## src/rtl/regfile_wr_arbiter.sv

```systemverilog
// -----------------------------------------------------------------------------
// regfile_wr_arbiter
//
// Shares the single register-file write port between two writeback sources:
// requester 0 (ALU/EX writeback) and requester 1 (memory-load writeback).
// Each requester feeds a small FIFO. A round-robin arbiter drains one FIFO
// head per cycle into the registered RegWrite/WriteRegister/WriteData port.
// Writes to ZERO_REG complete their handshake but are dropped. A requester is
// held off while the other FIFO holds a pending write to the same register,
// so all pending writes to one register sit in a single FIFO and FIFO order
// preserves write-after-write ordering.
//
// Optional build macro: REGWR_PENDING_EN
//   When defined, adds qry_addr/qry_pending so decode can ask whether a
//   register still has a write in flight.
//
// Ports:
//   clk, reset_n          clock (rising edge), asynchronous active-low reset
//   inX_valid/inX_ready   requester handshake (ready is combinational)
//   inX_addr/inX_data     destination register and write value
//   RegWrite              registered write enable to the register file
//   WriteRegister         registered write address
//   WriteData             registered write data
//   busy                  any FIFO non-empty or RegWrite high
//   qry_addr/qry_pending  (REGWR_PENDING_EN only) pending-write query
// -----------------------------------------------------------------------------
module regfile_wr_arbiter #(
  parameter int DATA_W   = 64,
  parameter int ADDR_W   = 5,
  parameter int DEPTH    = 2,
  parameter int ZERO_REG = 31
) (
  input  logic              clk,
  input  logic              reset_n,
  input  logic              in0_valid,
  output logic              in0_ready,
  input  logic [ADDR_W-1:0] in0_addr,
  input  logic [DATA_W-1:0] in0_data,
  input  logic              in1_valid,
  output logic              in1_ready,
  input  logic [ADDR_W-1:0] in1_addr,
  input  logic [DATA_W-1:0] in1_data,
  output logic              RegWrite,
  output logic [ADDR_W-1:0] WriteRegister,
  output logic [DATA_W-1:0] WriteData,
`ifdef REGWR_PENDING_EN
  input  logic [ADDR_W-1:0] qry_addr,
  output logic              qry_pending,
`endif
  output logic              busy
);

  localparam int PTR_W = $clog2(DEPTH);
  localparam int CNT_W = PTR_W + 1;
  localparam logic [ADDR_W-1:0] ZERO_A = ADDR_W'(ZERO_REG);
  localparam logic [CNT_W-1:0]  FULL_C = CNT_W'(DEPTH);

  // FIFO storage and bookkeeping, index [0] = requester 0, [1] = requester 1
  logic [ADDR_W-1:0] q_addr_r [2][DEPTH];
  logic [DATA_W-1:0] q_data_r [2][DEPTH];
  logic [PTR_W-1:0]  wr_ptr_r [2];
  logic [PTR_W-1:0]  rd_ptr_r [2];
  logic [CNT_W-1:0]  count_r  [2];
  logic              last_grant_r;

  logic [DEPTH-1:0]  slot_vld_s [2];
  logic [ADDR_W-1:0] push_addr_s [2];
  logic [DATA_W-1:0] push_data_s [2];
  logic [1:0]        full_s;
  logic [1:0]        nempty_s;
  logic [1:0]        push_s;
  logic [1:0]        pop_s;
  logic              hit0_s;
  logic              hit1_s;
  logic              tie_s;
  logic              grant_vld_s;
  logic              grant_sel_s;
  logic [ADDR_W-1:0] head_addr_s;
  logic [DATA_W-1:0] head_data_s;

  // Slot occupancy: slot i holds a live entry when its distance from the read
  // pointer (mod DEPTH) is below the entry count.
  always_comb begin : slot_occupancy
    logic [PTR_W-1:0] off_v;
    off_v = {PTR_W{1'b0}};
    for (int r = 0; r < 2; r++) begin
      for (int i = 0; i < DEPTH; i++) begin
        off_v            = PTR_W'(i) - rd_ptr_r[r];
        slot_vld_s[r][i] = ({1'b0, off_v} < count_r[r]);
      end
    end
  end

  // Cross-FIFO address match: inX_addr already pending in the other FIFO.
  // ZERO_REG is never enqueued, so it can never match here.
  always_comb begin
    hit0_s = 1'b0;
    hit1_s = 1'b0;
    for (int i = 0; i < DEPTH; i++) begin
      hit0_s = hit0_s | (slot_vld_s[1][i] & (q_addr_r[1][i] == in0_addr));
      hit1_s = hit1_s | (slot_vld_s[0][i] & (q_addr_r[0][i] == in1_addr));
    end
  end

  // Occupancy flags and push requests for both FIFOs
  always_comb begin
    for (int r = 0; r < 2; r++) begin
      full_s[r]   = (count_r[r] == FULL_C);
      nempty_s[r] = (count_r[r] != {CNT_W{1'b0}});
    end
    push_addr_s[0] = in0_addr;
    push_data_s[0] = in0_data;
    push_addr_s[1] = in1_addr;
    push_data_s[1] = in1_data;
    push_s[0]      = in0_valid & in0_ready & (in0_addr != ZERO_A);
    push_s[1]      = in1_valid & in1_ready & (in1_addr != ZERO_A);
  end

  // Ready uses pre-pop occupancy, so a full FIFO never pushes and pops at once.
  // On a same-cycle same-register collision requester 0 goes first.
  assign in0_ready = ~full_s[0] & ~hit0_s;
  assign tie_s     = in0_valid & in0_ready & (in0_addr == in1_addr) & (in1_addr != ZERO_A);
  assign in1_ready = ~full_s[1] & ~hit1_s & ~tie_s;

  // Round-robin arbitration over the two FIFO heads
  always_comb begin
    grant_vld_s = 1'b0;
    grant_sel_s = 1'b0;
    case (nempty_s)
      2'b01: begin
        grant_vld_s = 1'b1;
        grant_sel_s = 1'b0;
      end
      2'b10: begin
        grant_vld_s = 1'b1;
        grant_sel_s = 1'b1;
      end
      2'b11: begin
        grant_vld_s = 1'b1;
        grant_sel_s = ~last_grant_r;
      end
      default: begin
        grant_vld_s = 1'b0;
        grant_sel_s = 1'b0;
      end
    endcase
  end

  assign pop_s[0]    = grant_vld_s & ~grant_sel_s;
  assign pop_s[1]    = grant_vld_s &  grant_sel_s;
  assign head_addr_s = q_addr_r[grant_sel_s][rd_ptr_r[grant_sel_s]];
  assign head_data_s = q_data_r[grant_sel_s][rd_ptr_r[grant_sel_s]];

  // FIFO storage, pointers and counts; pointers wrap naturally mod DEPTH
  always_ff @(posedge clk or negedge reset_n) begin
    if (!reset_n) begin
      for (int r = 0; r < 2; r++) begin
        for (int i = 0; i < DEPTH; i++) begin
          q_addr_r[r][i] <= {ADDR_W{1'b0}};
          q_data_r[r][i] <= {DATA_W{1'b0}};
        end
        wr_ptr_r[r] <= {PTR_W{1'b0}};
        rd_ptr_r[r] <= {PTR_W{1'b0}};
        count_r[r]  <= {CNT_W{1'b0}};
      end
    end else begin
      for (int r = 0; r < 2; r++) begin
        if (push_s[r]) begin
          q_addr_r[r][wr_ptr_r[r]] <= push_addr_s[r];
          q_data_r[r][wr_ptr_r[r]] <= push_data_s[r];
          wr_ptr_r[r]              <= wr_ptr_r[r] + PTR_W'(1'b1);
        end
        if (pop_s[r]) begin
          rd_ptr_r[r] <= rd_ptr_r[r] + PTR_W'(1'b1);
        end
        case ({push_s[r], pop_s[r]})
          2'b10:   count_r[r] <= count_r[r] + CNT_W'(1'b1);
          2'b01:   count_r[r] <= count_r[r] - CNT_W'(1'b1);
          default: count_r[r] <= count_r[r];
        endcase
      end
    end
  end

  // Write-port output register; address/data hold when nothing is granted
  always_ff @(posedge clk or negedge reset_n) begin
    if (!reset_n) begin
      RegWrite      <= 1'b0;
      WriteRegister <= {ADDR_W{1'b0}};
      WriteData     <= {DATA_W{1'b0}};
      last_grant_r  <= 1'b1;
    end else begin
      RegWrite <= grant_vld_s;
      if (grant_vld_s) begin
        WriteRegister <= head_addr_s;
        WriteData     <= head_data_s;
        last_grant_r  <= grant_sel_s;
      end
    end
  end

  assign busy = nempty_s[0] | nempty_s[1] | RegWrite;

`ifdef REGWR_PENDING_EN
  // Pending-write query: any live FIFO entry or the write now on the port
  always_comb begin
    qry_pending = RegWrite & (WriteRegister == qry_addr);
    for (int r = 0; r < 2; r++) begin
      for (int i = 0; i < DEPTH; i++) begin
        qry_pending = qry_pending | (slot_vld_s[r][i] & (q_addr_r[r][i] == qry_addr));
      end
    end
    qry_pending = qry_pending & (qry_addr != ZERO_A);
  end
`endif

endmodule

```

## config.mk

```make
export PLATFORM = sky130hd
export DESIGN_NAME = regfile_wr_arbiter
export DESIGN_NICKNAME = d
export VERILOG_FILES = /design/src/rtl/regfile_wr_arbiter.sv
export SDC_FILE = /design/constraint.sdc
export NUM_CORES = 1
export LEC_CHECK = 0
export BUFFER_PORTS_ARGS = -buffer_cell sky130_fd_sc_hd__buf_2
export CORE_MARGIN = 3
export CORE_UTILIZATION = 45
export CTS_CLUSTER_DIAMETER = 150
export DETAILED_ROUTE_END_ITERATION = 10
export GPL_ROUTABILITY_DRIVEN = 0
export PLACE_DENSITY = 0.65
export SYNTH_ARGS = -nofsm -noshare
export SYNTH_HDL_FRONTEND = slang
export SYNTH_SLANG_ARGS = --single-unit
```

## constraint.sdc

```tcl
create_clock -name clk -period 2.55 [get_ports clk]
set_input_delay 0 -clock clk [delete_from_list [all_inputs] [get_ports clk]]
set_output_delay 0 -clock clk [all_outputs]
set_load 0.005 [all_outputs]
```

Word level (Yosys, flattened, before mapping) --
Cells that the tools add are included.
Word-level totals: register bits after elaboration 355, bits in writable memories 0, bits of input ports 142, word-level logic and storage cells 124, latch bits 0, memories 0, output and inout port bits 73, ROM bits 0
Operators by class: $mul 0, mux-type cells 31, eq/ne operators 16, reductions and logical operators 7, order comparisons 10, bitwise logic cells 30, divide/modulo/power cells 0, add/subtract/negate cells 12, shift-type cells 0
Operators with widths (count):
- 2-to-1 mux 128 bit | 3
- 2-to-1 mux 64 bit | 5
- bitwise mux 128 bit | 2
- demux 64 bit (select 1 bit) | 2
- 2-to-1 mux 10 bit | 3
- equality test 5 bit | 5
- 2-to-1 mux 5 bit | 5
- bitwise mux 10 bit | 2
- AND 1 bit | 15
- equality test 2 bit, second input constant | 6
- demux 5 bit (select 1 bit) | 2
- inequality test 5 bit, second input constant | 2
- greater-or-equal comparator 2 bit, second input constant | 4
- less-than comparator 1 x 2 -> 1 bit | 4
- inverter 1 -> 2 bit | 4
- case mux 2 bit (2 select lines) | 2
- nonzero test 2 bit | 4
- inverter 1 bit | 7
- equality test 2 x 1 -> 1 bit, second input constant | 3
- adder 1 bit, second input constant | 4
- adder 2 x 1 -> 2 bit, second input constant | 2
- less-than comparator 2 x 1 -> 1 bit, second input constant | 2
- 2-to-1 mux 1 bit | 4
- OR 1 bit | 4
- 5 further kinds | 10

Longest topological paths before layout --
Gate-level depths: netlist (run 1).
word-level depth 15, gate-level depth with buffers 11, depth with buffers taken out 9

Worst setup path after synthesis (run 1) --
No wires, ideal clock.
kind reg-to-reg, start point reg count_r[0] in the netlist's numbering, end point reg count_r[3] in the netlist's numbering, path buffers 3, cell stages (with the launch flop) 10, setup time 0.080 ns, setup slack 0.332 ns, arrival 2.138 ns, cell sequence dfrtp_1 > buf_2 > o21ai_0 > clkbuf_1 > clkbuf_1 > inv_1 > nor2_1 > ha_1 > nor2_1 > xnor2_1
Between the ends: elaborated cells between the ends (all ways) 22, classes of those cells order compare (2); eq/ne (5); mux (3); bitwise (9); reduce/logical (3)
RTL lines:
- from (decl) | line 63 | logic [CNT_W-1:0] count_r [2];
- from (signal, indexed assignment) | line 164 | count_r[r] <= {CNT_W{1'b0}};
- from (signal, indexed assignment) | line 177 | 2'b10: count_r[r] <= count_r[r] + CNT_W'(1'b1);
- from (signal, indexed assignment) | line 178 | 2'b01: count_r[r] <= count_r[r] - CNT_W'(1'b1);
- nonzero test 2 bit * | line 109 | nempty_s[r] = (count_r[r] != {CNT_W{1'b0}});
- equality test 2 bit or equality test 2 x 1 -> 1 bit (tied branches) | line 129 | case (nempty_s)
- OR reduction 3 bit (no line) or case mux 1 bit (2 select lines) (tied branches)
- 2-to-1 mux 1 bit or inverter 1 bit (tied branches) | line 129, 149
- AND 1 bit * | line 149 | assign pop_s[0] = grant_vld_s & ~grant_sel_s;
- net pop_s[0] | line 72 | logic [1:0] pop_s;
- equality test 2 x 1 -> 1 bit or equality test 2 bit (tied branches) | line 176 | case ({push_s[r], pop_s[r]})
- case mux 2 bit (2 select lines) or nonzero test 2 bit (tied branches)
Mark *: on every way through the listed nets, which the timed path passes. The rest lies on a longest branch. A chain may end at the register's enable or synchronous reset.

Worst setup path after layout (run 1) --
start point reg q_addr_r[1] in the netlist's numbering, end point reg q_data_r[116] in the netlist's numbering
Between the ends: cells in the longest elaborated chain, start to end 12
Ends and longest elaborated chain:
- from (decl) | line 59 | logic [ADDR_W-1:0] q_addr_r [2][DEPTH];
- from (signal, indexed assignment) | line 159 | q_addr_r[r][i] <= {ADDR_W{1'b0}};
- from (signal, indexed assignment) | line 169 | q_addr_r[r][wr_ptr_r[r]] <= push_addr_s[r];
- equality test 5 bit | line 100 | hit0_s = hit0_s | (slot_vld_s[1][i] & (q_addr_r[1][i] == in0_addr));
- AND 1 bit | line 100
- OR 1 bit | line 100
- inverter 1 bit | line 121 | assign in0_ready = ~full_s[0] & ~hit0_s;
- AND 1 bit | line 121
- AND 1 bit (3 in a row) | line 122 | assign tie_s = in0_valid & in0_ready & (in0_addr == in1_addr) & (in1_addr != ZERO_A);
- inverter 1 bit | line 123 | assign in1_ready = ~full_s[1] & ~hit1_s & ~tie_s;
- AND 1 bit | line 123
- AND 1 bit (2 in a row) | line 116 | push_s[1] = in1_valid & in1_ready & (in1_addr != ZERO_A);
- to (signal, indexed assignment) | line 160 | q_data_r[r][i] <= {DATA_W{1'b0}};
- to (signal, indexed assignment) | line 170 | q_data_r[r][wr_ptr_r[r]] <= push_data_s[r];
- to (decl) | line 60 | logic [DATA_W-1:0] q_data_r [2][DEPTH];
Every way passes these cells.

==> metrics.cfg, run 1 <==
[status]
status = complete, no violations

[clocking]
cts-buffers-inserted = 39
cts_tree = done
clock_sinks = 355
clkTransAtPathRegs_ns = 0.06
h-tree-depth = 2
cts_setup_buffers = 0
clockBufferDepth = 3
root_buffer = clkbuf_16
worstSkewPairLatency_ns = 0.53

[critical_path]
r2r_start = q_addr_r[1]$_DFFE_PN0P_
required_ns = 2.96
r2r_slack_ns = 0.14
crit_type = reg2reg
worstSetupStartpointType = flop
startpoint = q_addr_r[1]$_DFFE_PN0P_
crit_fanout = 38
arrival_ns = 2.82
r2r_cells = 7
end_kind = flop
rr_endpoint = q_data_r[116]$_DFFE_PN0P_

[timing]
grt_setup_unrepaired = no
slew_viol_final = 0
slew_headroom_pct = 39.2
setup_viol = 0
finalSetupTns_ns = 0
worstMarginPinSlew_ns = 0.912
clock_skew_ns = 0.0111
finalCritPeriodShare_pct = 94.5
fmax_ghz = 0.415
fin_crit_ns = 2.41
timing.final.hold_violations = 0

[floorplan]
rows = 67
die_area_um2 = 37300
initial_utilization_pct = 46.3
io_pins = 215
die_w_um = 193
core_area_um2 = 34000
fp.dieH_um = 193

[hold_path]
hold_depth = 5
hold_end = wr_ptr_r[1]$_DFFE_PN0N_
hold_start = in0_valid
hold_path_class = in2reg

[global_routing]
grt_max_degree = 93
grt_use_total_pct = 20.0
grt_overflow = 0
grt_antenna_before_repair = 5
grt_pass1_wl_mm = 59.4
grt_pass1_vias = 11332

[cells_and_area]
area_delta_synth_final_pct = 27.8
nFillCells = 2803
layout_common_cells = dfrtp_1 (352), mux2_2 (325), buf_2 (213), o21ai_0 (140), nand2_1 (140)
drive_above_1_share_pct = 41.7
regArea_um2 = 8890
final_cell_area_um2 = 20200
final_common_cell = dfrtp_1
nets = 1693
multi_input_area_um2 = 6480

[yosys]
syn_nets = 1357
seq_area_frac_synth_pct = 56.4
ys.warnings.count = 0
synthCells = 1213
synth-edff-count = 0
synth.distinct_cells = 39
syn_avg_cell_area_um2 = 13.0
netlist_area_um2 = 15800
ys_ff_latch = 355
ys_async_sr_fraction_pct = 100
ys.flop_type = dfrtp_1

[placed_design]
dp_hpwl_mm = 22.7
port-buffer-count = 214
dpl_cell_area_um2 = 17400

[route]
drc = 0
drt_iter0_drc = 490
vias_per_cell = 5.11
vias = 10354
drtAntennaViolNets = 0
wl_per_cell_um = 18.0
first_pass_iters = 4
wl_mm = 36.4

[power]
power_frac_seq_pct = 38.5
power_frac_clock_pct = 21.1
switchingPower_mw = 8.69
p_leak_nw = 8.92
pwr-share-comb_pct = 40.5
p_per_area_nw_per_um2 = 1320
switching_share_pct = 32.6
internal-power_mw = 18.0
ir_worst_vdd_mv = 0.894

[job]
cap_viol_max_count = 0

[kinds of logic after synthesis]
logic type / count (synthesis) / synth area share [%]
muxes: 414 / 29.5
xor gates and xnor gates: 35 / 1.94
and+or+nand+nor: 161 / 4.21
AOI/OAI and AO/OA: 152 / 5.03
buffers and inverters: 94 / 2.83
DFF: 355 / 56.4
adders and majority gates: 2 / 0.159
[layout make-up]
cell class | count | share of cell area, %
timing repair buffer | 382 | 14.3
tap | 448 | 2.78
sequential | 355 | 44.1
multi-input combinational | 764 | 32.2
antenna | 5 | 0.0621
clock buffer | 60 | 5.99
clock inverter | 7 | 0.422
inverter | 7 | 0.130
[per-layer routing]
layer	up-vias	share of wire (%)	GRT usage, %
li1	4919	-	-
met1	5202	45	26.1
met2	186	49	34.6
met3	47	4.1	3.91
met4	0	1.8	5.03
met5	-	0	0
[power by group through the flow]
stage	Combinational, mW	Sequential, mW	Clock (mW)
floorplan	7.88	9.90	0
CTS	11.0	10.2	5.80
finish	10.8	10.3	5.62
global route	12.1	10.6	6.03
global placement	10.5	10.2	0
detailed placement	10.8	10.3	0
[through the flow]
step,util (%),hold slack [ns],cells,setup slack [ns],power [mW]
6_report,59.2,0.0393,2028,0.140,26.7
5_1_grt,59.2,0.0364,2028,0.0140,28.7
4_1_cts,59.1,0.00127,2023,0.117,27.0
3_5_place_dp,51.3,0.0598,1817,0.137,21.1
3_3_place_gp,51.3,0.0497,1817,0.233,20.7
2_1_floorplan,-,-0.296,1213,0.332,17.8
[Yosys cell counts, types with 2 or more instances]
master / instances / share of area (%)
dfrtp_1: 354 / 56
mux2_2: 325 / 23
o21ai_0: 141 / 4.5
nand2_1: 140 / 3.3
mux2i_1: 69 / 4.4
clkbuf_1: 45 / 1.1
buf_2: 35 / 1.1
xnor2_1: 21 / 1.2
mux2_4: 18 / 1.7
xor2_1: 14 / 0.78
inv_1: 7 / 0.17
buf_6: 5 / 0.36
nor2_1: 5 / 0.12
nor4_1: 3 / 0.12
a21oi_1: 2 / 0.064
and3_1: 2 / 0.079
ha_1: 2 / 0.16
mux2_1: 2 / 0.14
nand3_1: 2 / 0.064
nand4_1: 2 / 0.079
[sequential cells by signal (all words and copies together) (netlist names)]
| name | count |
|---|---|
| q_data_r | 256 |
| WriteData | 64 |
| q_addr_r | 20 |
| WriteRegister | 5 |
| count_r | 4 |
| rd_ptr_r | 2 |
| wr_ptr_r | 2 |
| RegWrite | 1 |
| last_grant_r | 1 |
[worst max path at each step]
| stage | slack [ns] | endpoint | depth (start not counted) |
|---|---|---|---|
| 2_1_floorplan | 0.33 | count_r[3]$_DFFE_PN0P_ | 9 |
| 3_3_place_gp | 0.23 | q_data_r[102]$_DFFE_PN0P_ | 7 |
| 3_5_place_dp | 0.14 | q_data_r[116]$_DFFE_PN0P_ | 7 |
| 4_1_cts | 0.12 | q_data_r[65]$_DFFE_PN0P_ | 7 |
| 5_1_grt | 0.01 | q_data_r[116]$_DFFE_PN0P_ | 7 |
| 6_report | 0.14 | q_data_r[116]$_DFFE_PN0P_ | 7 |
[repair_timing]
item / 4_1_cts / 5_1_grt
endpoints found under the hold margin: 452 / 0
setup endpoints to repair: 0 / 19
resized for setup: 0 / 1
hold buffers: 139 / 0
[worst max-delay path: stages (launching register included)]
cell,delay (ns)
dfrtp_1,0.40
xnor2_1,0.21
nand4_1,0.16
o32ai_2,0.28
o211a_1,0.29
and3b_4,0.28
buf_16,0.28
mux2_2,0.38
Note: power is estimated with default switching activity, not from simulation.
==> inputs of run 2 (changes only) <==
--- a/config.mk
+++ b/config.mk
@@ -6,6 +6,7 @@
 export NUM_CORES = 1
 export LEC_CHECK = 0
 export BUFFER_PORTS_ARGS = -buffer_cell sky130_fd_sc_hd__buf_2
+export CORE_ASPECT_RATIO = 2
 export CORE_MARGIN = 3
 export CORE_UTILIZATION = 45
 export CTS_CLUSTER_DIAMETER = 150
==> run 2 against run 1 <==
Worst hold slack got worse by 0.0078 ns. Final cell count down 0.89%. Routed wire length increased by 4.1%. Clock power fell by 10%. Non-clock buffer count fell by 1. Critical endpoint is now busy.
==> metrics.cfg, run 2 (synthesis gave the netlist of run 1 again) <==
[power]
pwr-share-comb_pct = 41.7  ; +1.2 points
internal-power_mw = 17.4  ; -3.0%
p_per_area_nw_per_um2 = 1310  ; -0.86%
switchingPower_mw = 8.74  ; +0.62%
p_leak_nw = 8.82  ; -1.2%
ir_worst_vdd_mv = 0.839  ; -6.1%
finalPower_mw = 26.2  ; -1.8%
power_frac_seq_pct = 39.1  ; +0.6 points
power_frac_clock_pct = 19.2  ; -1.9 points
switching_share_pct = 33.4  ; +0.82 points

[placed_design]
dpl.cell_count = 1808  ; -0.50%
port-buffer-count = 214  ; unchanged
dp_slack_ns = 0.156  ; +0.0185 ns
dp_hpwl_mm = 24.1  ; +5.9%

[cells_and_area]
stdcell_count = 2010  ; -0.89%
layout_common_cells = dfrtp_1 (352), mux2_2 (325), buf_2 (213)
reg_top3 = q_data_r x256, WriteData x64, q_addr_r x20
largest_reg_flops = 256  ; unchanged
final_common_cell = dfrtp_1
nets = 1688  ; -0.30%
drive_above_1_share_pct = 41.3  ; -0.32 points
largest-register = q_data_r
nFillCells = 2861  ; +2.1%
area_delta_synth_final_pct = 26.6

[clocking]
h-tree-depth = 2  ; unchanged
clockBufferDepth = 3  ; unchanged
cts_tree = done
worstSkewPairLatency_ns = 0.51  ; -0.02 ns
clkTransAtPathRegs_ns = 0.06  ; about the same
root_buffer = clkbuf_16
clock_sinks = 355  ; unchanged
cts-buffers-inserted = 35  ; -10%

[floorplan]
fp.dieH_um = 271  ; +40%
die_w_um = 138  ; -28%
core_area_um2 = 34500  ; +1.3%
initial_utilization_pct = 45.7  ; -0.59 points
rows = 96  ; +43%
die_area_um2 = 37400  ; +0.37%
io_pins = 215  ; unchanged

[timing]
clock_skew_ns = 0.0206  ; +0.00951 ns
grt_setup_unrepaired = yes
timing.hold.ws_ns = 0.0315  ; -0.00779 ns
finalCritPeriodShare_pct = 94.1  ; -0.44 points
slew_viol_final = 0  ; unchanged
worstMarginPinSlew_ns = 0.657  ; -0.256 ns
slew_headroom_pct = 56.2  ; +17 points
fin_crit_ns = 2.40  ; -0.0112 ns
timing.final.hold_violations = 0  ; unchanged
setup_slack_ns = 0.152  ; +0.0112 ns
setup_viol = 0  ; unchanged
finalSetupTns_ns = 0  ; unchanged
fmax_ghz = 0.417  ; +0.47%

[route]
drt_iter0_drc = 319  ; -35%
first_pass_iters = 4  ; unchanged
wl_mm = 37.9  ; +4.1%
drtAntennaViolNets = 0  ; unchanged
drc = 0  ; unchanged
wl_per_cell_um = 18.9  ; +5.1%
vias_per_cell = 5.16  ; +1.1%
vias = 10378  ; +0.23%

[critical_path]
crit_type = reg2out
end_kind = output pin
required_ns = 2.55  ; -0.41 ns
arrival_ns = 2.40  ; -0.42 ns
r2r_slack_ns = 0.17  ; +0.03 ns
worstSetupStartpointType = flop
crit_fanout = 126  ; +230%

[global_routing]
grt_max_degree = 127  ; +37%
grt_use_total_pct = 20.4  ; +0.38 points
grt_pass1_vias = 11643  ; +2.7%
grt_antenna_before_repair = 1  ; -4
grt_pass1_wl_mm = 61.9  ; +4.1%
grt_overflow = 0  ; unchanged

[job]
cap_viol_max_count = 0  ; unchanged

[status]
status = complete, no violations

[hold_path]
hold_path_class = in2async

-- run 2: changes by cell type in the layout (fill, tap and decap cells not counted), sizes merged, moves of 2 or more --
cell and change:
buf -2, clkinvlp +3, clkbuf -12, clkinv +2, diode -4
-- run 2: power by group through the flow --
stage	combinational, mW	clock [mW]	sequential [mW]
2_1_floorplan	7.88	0	9.90
3_3_place_gp	10.6	0	10.1
3_5_place_dp	10.9	0	10.3
4_1_cts	11.1	5.18	10.2
5_1_grt	12.1	5.40	10.6
6_report	10.9	5.03	10.2
-- run 2: area by class of cell --
| type | count | area (µm²) | share of cell area, % |
|---|---|---|---|
| flip-flops and latches | 355 | 8890 | 44.6 |
| multi-input cells | 764 | 6480 | 32.5 |
| repair buffers | 381 | 2890 | 14.5 |
| clock buffers | 48 | 975 | 4.89 |
| well taps | 441 | 552 | 2.77 |
| clock inverters | 13 | 130 | 0.652 |
| inverters | 7 | 26.3 | 0.132 |
| diodes | 1 | 2.50 | 0.0125 |
-- run 2: path summary, 6_finish.rpt --
path / startpoint / end / depth (start not counted)
max in group asynchronous: reset_n / rd_ptr_r[1]$_DFFE_PN0P_ / 3
setup reg to reg: q_addr_r[0]$_DFFE_PN0P_ / q_data_r[111]$_DFFE_PN0P_ / 7
hold / removal: reset_n / q_data_r[40]$_DFFE_PN0P_ / 2
setup / recovery: count_r[2]$_DFFE_PN0P_ / busy / 5
min in group clk: in1_valid / wr_ptr_r[0]$_DFFE_PN0N_ / 5
hold reg to reg: WriteData[6]$_DFFE_PN0N_ / WriteData[6]$_DFFE_PN0N_ / 2
-- run 2: per-layer routing --
| metal | vias up | part of all wire [%] | GRT usage [%] |
|---|---|---|---|
| li1 | 4876 | - | - |
| met1 | 5241 | 39 | 23.1 |
| met2 | 196 | 55 | 38.8 |
| met3 | 65 | 3.2 | 2.83 |
| met4 | 0 | 3.2 | 7.31 |
| met5 | - | 0 | 0 |
-- run 2: per-stage QoR --
step | utilization [%] | cell area [µm²]
6_report | 57.9 | 20000
5_1_grt | 57.9 | 20000
4_1_cts | 57.8 | 19900
3_5_place_dp | 50.6 | 17400
3_3_place_gp | 50.6 | 17400
2_1_floorplan | - | 15800
-- run 2: timing repair --
action,in CTS,in global routing
buffers inserted,0,0
setup endpoints to repair,0,38
gates resized for setup,0,1
hold buffers,140,0
hold endpoints to repair,573,0
-- run 2: worst max-delay path, cell delays in order, from the launching register on --
cell and delay [ns]:
dfrtp_1 0.38, buf_4 0.17, nor4_2 0.49, buf_12 0.42, nand2b_1 0.11, buf_2 0.15
